==> src/rtl/ifetch_unit.sv <==
// Instruction fetch unit: fetches one word at a time from imem, holds it for the
// decoder, and selects the next PC (jr / jump / branch / sequential) on commit.
module ifetch_unit #(
    parameter int unsigned ADDR_W   = 14,
    parameter logic [31:0] RESET_PC = 32'h0000_0000
) (
    input  logic              clock,
    input  logic              reset,
    output logic              imem_req,
    output logic [ADDR_W-1:0] imem_addr,
    input  logic              imem_ack,
    input  logic [31:0]       imem_rdata,
    output logic [31:0]       Instruction,
    output logic [31:0]       opcplus4,
    output logic              inst_valid,
    input  logic              advance,
    input  logic              Branch,
    input  logic              nBranch,
    input  logic              Jmp,
    input  logic              Jal,
    input  logic              Jr,
    input  logic              Zero,
    input  logic [31:0]       imme_extend,
    input  logic [31:0]       read_data_1,
    output logic              fault
);

    typedef enum logic [1:0] {
        IDLE  = 2'd0,
        FETCH = 2'd1,
        HOLD  = 2'd2,
        HALT  = 2'd3
    } state_t;

    state_t      state;
    logic [31:0] pc;
    logic        taken_c;
    logic [31:0] next_pc_c;

    // The word address is a direct slice of the PC register, so it is stable
    // for the whole fetch regardless of how long the memory takes to ack.
    assign imem_addr = pc[ADDR_W+1:2];

    // Next-PC selection for the held instruction: jr > jump/jal > taken branch > pc+4.
    always_comb begin
        next_pc_c = opcplus4;
        taken_c   = (Branch & Zero) | (nBranch & ~Zero);
        if (Jr) begin
            next_pc_c = read_data_1;
        end else if (Jmp | Jal) begin
            next_pc_c = {opcplus4[31:28], Instruction[25:0], 2'b00};
        end else if (taken_c) begin
            next_pc_c = opcplus4 + (imme_extend << 2);
        end
    end

    // Fetch FSM; imem_req and inst_valid are flops that track FETCH and HOLD.
    always_ff @(posedge clock) begin
        if (reset) begin
            state       <= IDLE;
            pc          <= RESET_PC;
            Instruction <= 32'd0;
            opcplus4    <= 32'd0;
            fault       <= 1'b0;
            imem_req    <= 1'b0;
            inst_valid  <= 1'b0;
        end else begin
            case (state)
                IDLE: begin
                    state    <= FETCH;
                    imem_req <= 1'b1;
                end
                FETCH: begin
                    if (imem_ack) begin
                        Instruction <= imem_rdata;
                        opcplus4    <= pc + 32'd4;
                        state       <= HOLD;
                        imem_req    <= 1'b0;
                        inst_valid  <= 1'b1;
                    end
                end
                HOLD: begin
                    if (advance) begin
                        inst_valid <= 1'b0;
                        // A misaligned target stops fetching; pc keeps the faulting instruction's address.
                        if (next_pc_c[1:0] != 2'b00) begin
                            fault <= 1'b1;
                            state <= HALT;
                        end else begin
                            pc       <= next_pc_c;
                            state    <= FETCH;
                            imem_req <= 1'b1;
                        end
                    end
                end
                HALT: begin
                    imem_req   <= 1'b0;
                    inst_valid <= 1'b0;
                end
                default: begin
                    state <= IDLE;
                end
            endcase
        end
    end

endmodule

==> config.mk <==
export PLATFORM = sky130hd
export DESIGN_NAME = ifetch_unit
export DESIGN_NICKNAME = d
export VERILOG_FILES = /design/src/rtl/ifetch_unit.sv
export SDC_FILE = /design/constraint.sdc
export NUM_CORES = 1
export LEC_CHECK = 0
export ABC_AREA = 1
export CORE_MARGIN = 2
export CORE_UTILIZATION = 54
export CTS_CLUSTER_DIAMETER = 60
export CTS_CLUSTER_SIZE = 40
export DETAILED_ROUTE_END_ITERATION = 16
export PLACE_DENSITY = 0.95
export SLEW_MARGIN = 10
export SYNTH_ARGS = -nofsm -noshare
export SYNTH_HDL_FRONTEND = slang
export SYNTH_SLANG_ARGS = --single-unit
==> constraint.sdc <==
create_clock -name clock -period 3.7 [get_ports clock]
set_input_delay 0.37 -clock clock [delete_from_list [all_inputs] [get_ports clock]]
set_output_delay 0.37 -clock clock [all_outputs]
set_load 0.1 [all_outputs]
== After elaboration in Yosys (flattened, before gate mapping) ==
Index checks and enable logic that the tools add are counted.
Cells by class
  $add $sub $neg: 2
  eq/ne operators: 6
  multiplexer cells: 14
  bitwise gates (word level): 6
  reduce and logical (&&, ||, !) cells: 10
Operators with widths (count)
  two-way mux 32 bit: 3
  adder 32 x 3 -> 32 bit (second input constant): 1
  adder 32 bit: 1
  AND reduction 3 bit: 5
  two-way mux 2 bit: 3
  inequality test 2 bit (second input constant): 3
  one-hot mux 2 bit (3 select lines): 1
  nonzero test 3 bit: 2
  two-way mux 1 bit: 5
  == test 2 bit (second input constant): 2
  one-hot mux 1 bit (4 select lines): 1
  one-hot mux 1 bit (3 select lines): 1
  AND 1 bit: 2
  == test 2 x 1 -> 1 bit (second input constant): 1
  logical NOT 2 bit: 1
  NOT 1 bit: 2
  bitwise OR 1 bit: 2
  AND reduction 2 bit: 1
  nonzero test 2 bit: 1
Storage, ports and cells
  flip-flop bits (word level): 101
  input bits: 106
  output and inout port bits: 81
  word-level logic and storage cells: 45

== Logic depth before layout (Yosys ltp) ==
Gate-level depths: netlist of the first run.
  depth after elaboration: 10
  gate-level depth with buffers: 17
  gate-level depth less buffers: 17

== Least setup slack after synthesis of the first run ==
Ideal clock, no wire load.
  path kind: register to register
  from: reg opcplus4[2]
  to: reg pc[20]
  library setup time: 0.132 ns
  data arrival time: 2.500 ns
  required time: 3.568 ns
  slack: 1.068 ns
  stages on the path, launching flop included: 18
  path buffers: 0
  clock period less this slack: 2.632 ns
  cells stage by stage: dfxtp_1 -> ha_1 -> fa_1 -> nand2_1 -> inv_1 -> nand2_1 -> nand2_1 -> nand2_1 -> nand2_1 -> nand2_1 -> nand2_1 -> nand2_1 -> nand3_1 -> nand2_1 -> o21ai_1 -> nand2_1 -> nand2_1 -> a21oi_1
On the way
  word-level cells in the longest chain between the ends: 4
Ends and longest elaborated chain
  start: declaration: line 14  | output logic [31:0] opcplus4,
  start signal: assignment: line 76  | opcplus4 <= pc + 32'd4;
  adder 32 bit: line 53  | next_pc_c = opcplus4 + (imme_extend << 2);
  two-way mux 32 bit: line 52  | end else if (taken_c) begin
  two-way mux 32 bit: line 50  | end else if (Jmp | Jal) begin
  two-way mux 32 bit: line 48  | if (Jr) begin
  end signal: assignment: line 90  | pc <= next_pc_c;
  end: declaration: line 36  | logic [31:0] pc;
No other way between the ends.
A chain may end at the register's enable or synchronous reset.

== Worst setup path after layout of the first run ==
  from: in Jr
  to: reg pc[4]
On the way
  word-level cells in the longest chain between the ends: 4
Ends and longest elaborated chain
  start: declaration: line 21  | input logic Jr,
  two-way mux 32 bit (*): line 48
  nonzero test 2 bit: line 86  | if (next_pc_c[1:0] != 2'b00) begin
  NOT 1 bit (no source line)
  AND reduction 3 bit (no source line)
Mark *: on every way between the ends. The rest lies on a longest branch, timed or not.

==> flow_summary.yaml, run 1 <==
run_status:
  status: "completed"
global_route:
  use_met1_pct: 44.60
  globalRouteOverflowTotal: 0
  grt_usage_pct: 33.69
  met3_usage_pct: 6.226
  grt_pass1_wl_um: 38660
  top_usage_layer: "met2"
  grt_pass1_vias: 7880
  grt_max_degree: 73
  antenna_found_initial: 0
  met2_usage_pct: 55.60
floorplan:
  start_util_pct: 54.73
  ios: 187
  die_h_um: 119.4
  dieArea_um2: 14260
  die_w_um: 119.4
  core_um2: 13140
  rows: 42
layout:
  fin_nets: 1452
  fin_area_um2: 9365
  synthToLayoutAreaGrowth_pct: 30.24
  fin_cells: 1492
  drive_gt1_share_pct: 3.799
  n_fill_cell: 1101
  fin_util_pct: 71.29
  n_antenna_cell: 0
sta:
  skew_ns: 0.01083
  rsz0062_at_grt: "false"
  worst_slew_pin_slew_ns: 1.020
  fin_crit_sh_pct: 68.96
  tns_ns: 0
  final-setup-viol-count: 0
  slew_violations: 0
  finalHoldViolCount: 0
  fmax_ghz: 0.3919
  hold_ws_ns: 0.4465
  relSlewSlack_pct: 31.78
  min_period_ns: 2.551
synth:
  yosys_warnings: 0
  synth-seq-cells: 101
  async_flop_share_pct: 0
  synth_top_area_share_pct: 28.12
  synth_fp_nets: 1306
  synth-edff-count: 0
  synthesis.area_um2: 7191
  synth.area.top_cells: "dfxtp_1 28%, nand2_1 13%, a21oi_1 9.2%"
  ys_top_cells_by_count: "255 x nand2_1, 164 x nor2_1, 138 x inv_1"
  yosysMostFrequentCell: "nand2_1"
  synthCells: 1165
  ys_seq_area_share_pct: 28.12
  synth.distinct_cells: 38
  synthFlopType: "dfxtp_1"
  postSynthAreaPerCell_um2: 6.172
  yosysTopAreaCell: "dfxtp_1"
clock_network:
  cts-root-buf: "clkbuf_16"
  cts_max_level: 3
  cts_buffer_depth: 2
  clock_latency_ns: 0.35
  cts_setup_buffers: 0
  cts_tree: "done"
  cts_resized: 0
  clk_pin_slew_ns: 0.07
  clock_sinks: 101
  cts_buffers: 9
  cts_hold_buf: 0
detailed_routing:
  drc: 0
  routed_via_density: 5.534
  detail-route-antenna-nets: 0
  wire_per_inst_um: 15.90
  drtIter0Drc: 939
  route.vias.total: 8256
  drt-pass1-iter-count: 6
  routed_wl_um: 23730
worst_setup_path:
  r2r-start: "opcplus4[19]$_SDFFE_PP0P_"
  cp-end-kind: "flop"
  setup.worst_path.start_class: "input pin"
  crit_chain: "clkdlybuf4s50_1 -> buf_4 -> o21ai_0 -> and2_1 -> inv_2 -> nor3_2 -> buf_4 -> inv_2 -> a21oi_1 -> o21ai_0 -> a21oi_1"
  worstPathArrival_ns: 2.77
  critical_path_class: "input pin to flop"
  required_ns: 3.92
  critPathBufInv: 5
  cpPeakStageDelay_ns: 0.49
  cp_slowest_cell: "clkdlybuf4s50_1"
  startpoint: "Jr"
  critPathMaxFanout: 38
  critical-path-top-delay-family: "buffers and inverters"
power_and_ir_drop:
  ir_worst_vdd_uv: 488.7
  power_density_nw_per_um2: 678.2
  leakage_nw: 4.235
place:
  gp_congestion: 1.020
  place_inst: 1476
  post-dp-hpwl_um: 18220
  portBuffers: 184
  place_area_um2: 9050
worst_hold_path:
  worstHoldPathType: "flop to flop"
  hold_start: "inst_valid$_SDFFE_PP0P_"
run:
  drv_cap: 0
==> worst register-to-register path, cell delays in order, from the launching register on <==
cell	delay, ns
dfxtp_1	0.39
ha_1	0.43
nand2_1	0.13
nor2_1	0.16
inv_1	0.09
nor3_1	0.23
nand3_1	0.13
nand3_1	0.16
nor2_1	0.06
o21ai_0	0.33
nand2_1	0.10
nand2_1	0.07
a21oi_1	0.06
==> layer usage <==
metal / wire, µm / share of wire, % / vias up
met2: 10910 / 46 / 412
met1: 10030 / 42 / 3737
met5: 0 / 0 / -
met3: 2204 / 9.3 / 44
met4: 578 / 2.4 / 0
li1: - / - / 4063
==> cell families (layout without fill, tap and decap cells) <==
family	after synthesis	after routing	synth area share [%]
buffers and inverters	204	355	11.47
flip-flops	101	101	28.12
XOR/XNOR	31	31	3.776
adder cells (fa/ha/maj)	35	35	6.195
AO/OA/AOI/OAI	273	273	19.78
AND/OR/NAND/NOR	521	521	30.66
==> report_power, final <==
group / internal [W] / switching, W
Sequential: 0.00133 / 0.000264
Clock: 0.000593 / 0.000416
Combinational: 0.000987 / 0.00276
==> sequential cells by signal (all words and copies together) (netlist names) <==
signal and cells:
state 2, Instruction 32, inst_valid 1, opcplus4 32, imem_req 1, pc 32, fault 1
==> area by class of cell <==
type	instances	area, µm²	share of cell area (%)
flip-flops and latches	101	2022	21.59
clock buffers	10	229.0	2.445
well taps	176	220.2	2.351
multi-input cells	860	4347	46.41
inverters	145	544.3	5.812
clock inverters	6	86.33	0.9218
repair buffers	194	1917	20.47
==> placed cells by master, fill, tap and decap left out, types with 11 or more instances in the layout <==
cell,Yosys,routed
nand3_1,49,49
dfxtp_1,101,101
o211ai_1,14,14
nor2_1,164,164
nand2_1,255,254
a21oi_1,132,132
o21ai_0,107,107
ha_1,34,34
nand4_1,11,11
inv_1,138,138
clkdlybuf4s50_1,0,184
o21ai_1,11,11
xor2_1,21,21
nor3_1,14,14
==> path summary, 6_finish.rpt <==
check	endpoint	slack (ns)	depth (start not counted)
max reg2reg	pc[25]$_SDFFE_PP0P_	1.24	12
min	inst_valid$_SDFFE_PP0P_	0.45	2
min reg2reg	inst_valid$_SDFFE_PP0P_	0.45	2
max	pc[4]$_SDFFE_PP0P_	1.15	11
==> metrics by stage <==
| stage | power [W] | setup slack (ns) |
|---|---|---|
| after floorplan | 0.004357 | 1.068 |
| after global placement | 0.005232 | 0.9216 |
| after detailed placement | 0.005297 | 0.8793 |
| after CTS | 0.006315 | 1.199 |
| after global routing | 0.006677 | 1.020 |
| final | 0.006351 | 1.149 |
(Power assumes the default switching activity.)
==> run 2: changes to the inputs <==
- CORE_UTILIZATION: 54 -> 50
- PLACE_DENSITY: 0.95 -> 0.93
- clock period: 3.7 -> 2.42 ns (I/O delays scaled with it)
==> run 2 against run 1 <==
Against the previous run:
- cell area rose by 3.8%
- routed wire length up 0.28%
- flip-flop and latch count unchanged
- critical path depth up 2
- non-clock buffer count is 70 higher
- critical endpoint is now pc[25]$_SDFFE_PP0P_
==> flow_summary.yaml, run 2 (synthesis results as in run 1) <==
clock_network:
  cts_tree: "done"
  clock_sinks: 101
  cts_setup_buffers: 0
  clock_latency_ns: 0.35
  clk_pin_slew_ns: 0.07
  cts_max_level: 3
  cts_buffers: 9
  cts_buffer_depth: 2
  cts-root-buf: "clkbuf_16"
layout:
  mostFrequentLayoutCells: "251 x nand2_1, 164 x nor2_1, 160 x buf_4"
  synthToLayoutAreaGrowth_pct: 35.25
  drive_gt1_share_pct: 16.31
  fin_area_um2: 9726
  top_regs: "Instruction x32, opcplus4 x32, pc x32"
  fin_nets: 1522
  final_common_cell: "nand2_1"
  fin_util_pct: 69.53
  n_antenna_cell: 0
worst_setup_path:
  crit_chain: "ha_1 -> nand2_1 -> inv_1 -> nand2_1 -> nor3_1 -> nand3_1 -> nand3_1 -> nor2_1 -> o21ai_0 -> buf_4 -> nand2_1 -> nand2_1 -> a21oi_1"
  ff2ff_path_depth: 13
  cp-end-kind: "flop"
  required_ns: 2.64
  critical_path_class: "flop to flop"
  setup.worst_path.start_class: "flop"
  cpPeakStageDelay_ns: 0.35
  critPathMaxFanout: 3
  cp_slowest_cell: "dfxtp_2"
  worstPathArrival_ns: 2.51
  crit_path_frequent_cell: "nand2_1"
floorplan:
  start_util_pct: 51.40
  core_um2: 13990
  ios: 187
  die_w_um: 123.9
  dieArea_um2: 15360
  die_h_um: 123.9
  rows: 43
detailed_routing:
  routed_via_density: 5.406
  route.vias.total: 8466
  wire_per_inst_um: 15.19
  detail-route-antenna-nets: 0
  drc: 0
  drt-pass1-iter-count: 6
  routed_wl_um: 23800
  drtIter0Drc: 793
global_route:
  grt_max_degree: 73
  grt_pass1_vias: 7626
  globalRouteOverflowTotal: 0
  grt_pass1_wl_um: 37330
  antenna_found_initial: 0
  grt_usage_pct: 31.13
place:
  post-dp-hpwl_um: 18930
  gp_congestion: 1.073
  place_area_um2: 9413
  portBuffers: 184
sta:
  slew_violations: 0
  finalHoldViolCount: 0
  skew_ns: 0.01342
  worst_slew_pin_slew_ns: 0.6483
  final-setup-viol-count: 0
  min_period_ns: 2.289
  hold_ws_ns: 0.4639
  relSlewSlack_pct: 56.78
  fin_crit_sh_pct: 94.60
  fmax_ghz: 0.4368
  rsz0062_at_grt: "false"
  tns_ns: 0
run_status:
  status: "completed"
run:
  drv_cap: 0
power_and_ir_drop:
  leakage_nw: 4.734
  fin_total_pwr_w: 0.009877
  power_density_nw_per_um2: 1016
  ir_worst_vdd_uv: 944.5
worst_hold_path:
  worstHoldPathType: "flop to flop"
  whs_path_depth: 2
==> run 2: cell types whose count changed in the layout (fill, tap and decap cells not counted), sizes merged <==
cell and delta:
bufinv -2, buf +151, inv +1, clkdlybuf4s50 -81
clkbuf +1
==> run 2: where the power goes <==
| part | internal (W) | total [W] | switching [W] |
|---|---|---|---|
| logic | 0.00172 | 0.00603 | 0.00432 |
| registers | 0.00205 | 0.00244 | 0.000390 |
| clock network | 0.000765 | 0.00140 | 0.000640 |
==> run 2: repair_timing <==
item,CTS,global route
gates resized for setup,0,8
hold buffers,0,0
endpoints found under the setup margin,0,12
==> run 2: critical path: cells and delay by family (launching register included) <==
family / cells / cell delay [ns]
AO/OA/AOI/OAI: 2 / 0.27
adder cells (fa/ha/maj): 1 / 0.33
buffers and inverters: 2 / 0.22
flip-flops: 1 / 0.35
AND/OR/NAND/NOR: 8 / 0.98
==> run 2: path summary, 6_finish.rpt <==
| check | startpoint | slack (ns) | to |
|---|---|---|---|
| hold reg to reg | pc[0]$_SDFFE_PP0P_ | 0.46 | pc[0]$_SDFFE_PP0P_ |
| setup / recovery | opcplus4[15]$_SDFFE_PP0P_ | 0.13 | pc[25]$_SDFFE_PP0P_ |
| hold / removal | pc[0]$_SDFFE_PP0P_ | 0.46 | pc[0]$_SDFFE_PP0P_ |
| setup reg to reg | opcplus4[15]$_SDFFE_PP0P_ | 0.13 | pc[25]$_SDFFE_PP0P_ |
==> run 2: per-stage QoR <==
step                std cells  setup slack (ns)
floorplan                1165          0.003957
global placement         1550           -0.1204
detailed placement       1550           -0.1880
CTS                      1566            0.1191
global route             1566          0.003932
finish                   1566            0.1306
==> run 2: cell type report <==
cell class | instances | area, µm²
clock buffers | 11 | 252.7
repair buffers | 264 | 2252
inverters | 145 | 544.3
well taps | 180 | 225.2
fillers | 1177 | 4263
multi-input cells | 860 | 4365
flip-flops and latches | 101 | 2044
clock inverters | 5 | 41.29
==> run 2: metal layers <==
metal  vias to the layer above  track usage [%]  share of wire, %
met1                      3827            41.61                43
li1                       4212                -                 -
met5                         -                0                 0
met2                       380            50.17                45
met3                        47            6.410               9.1
met4                         0            10.39               2.6
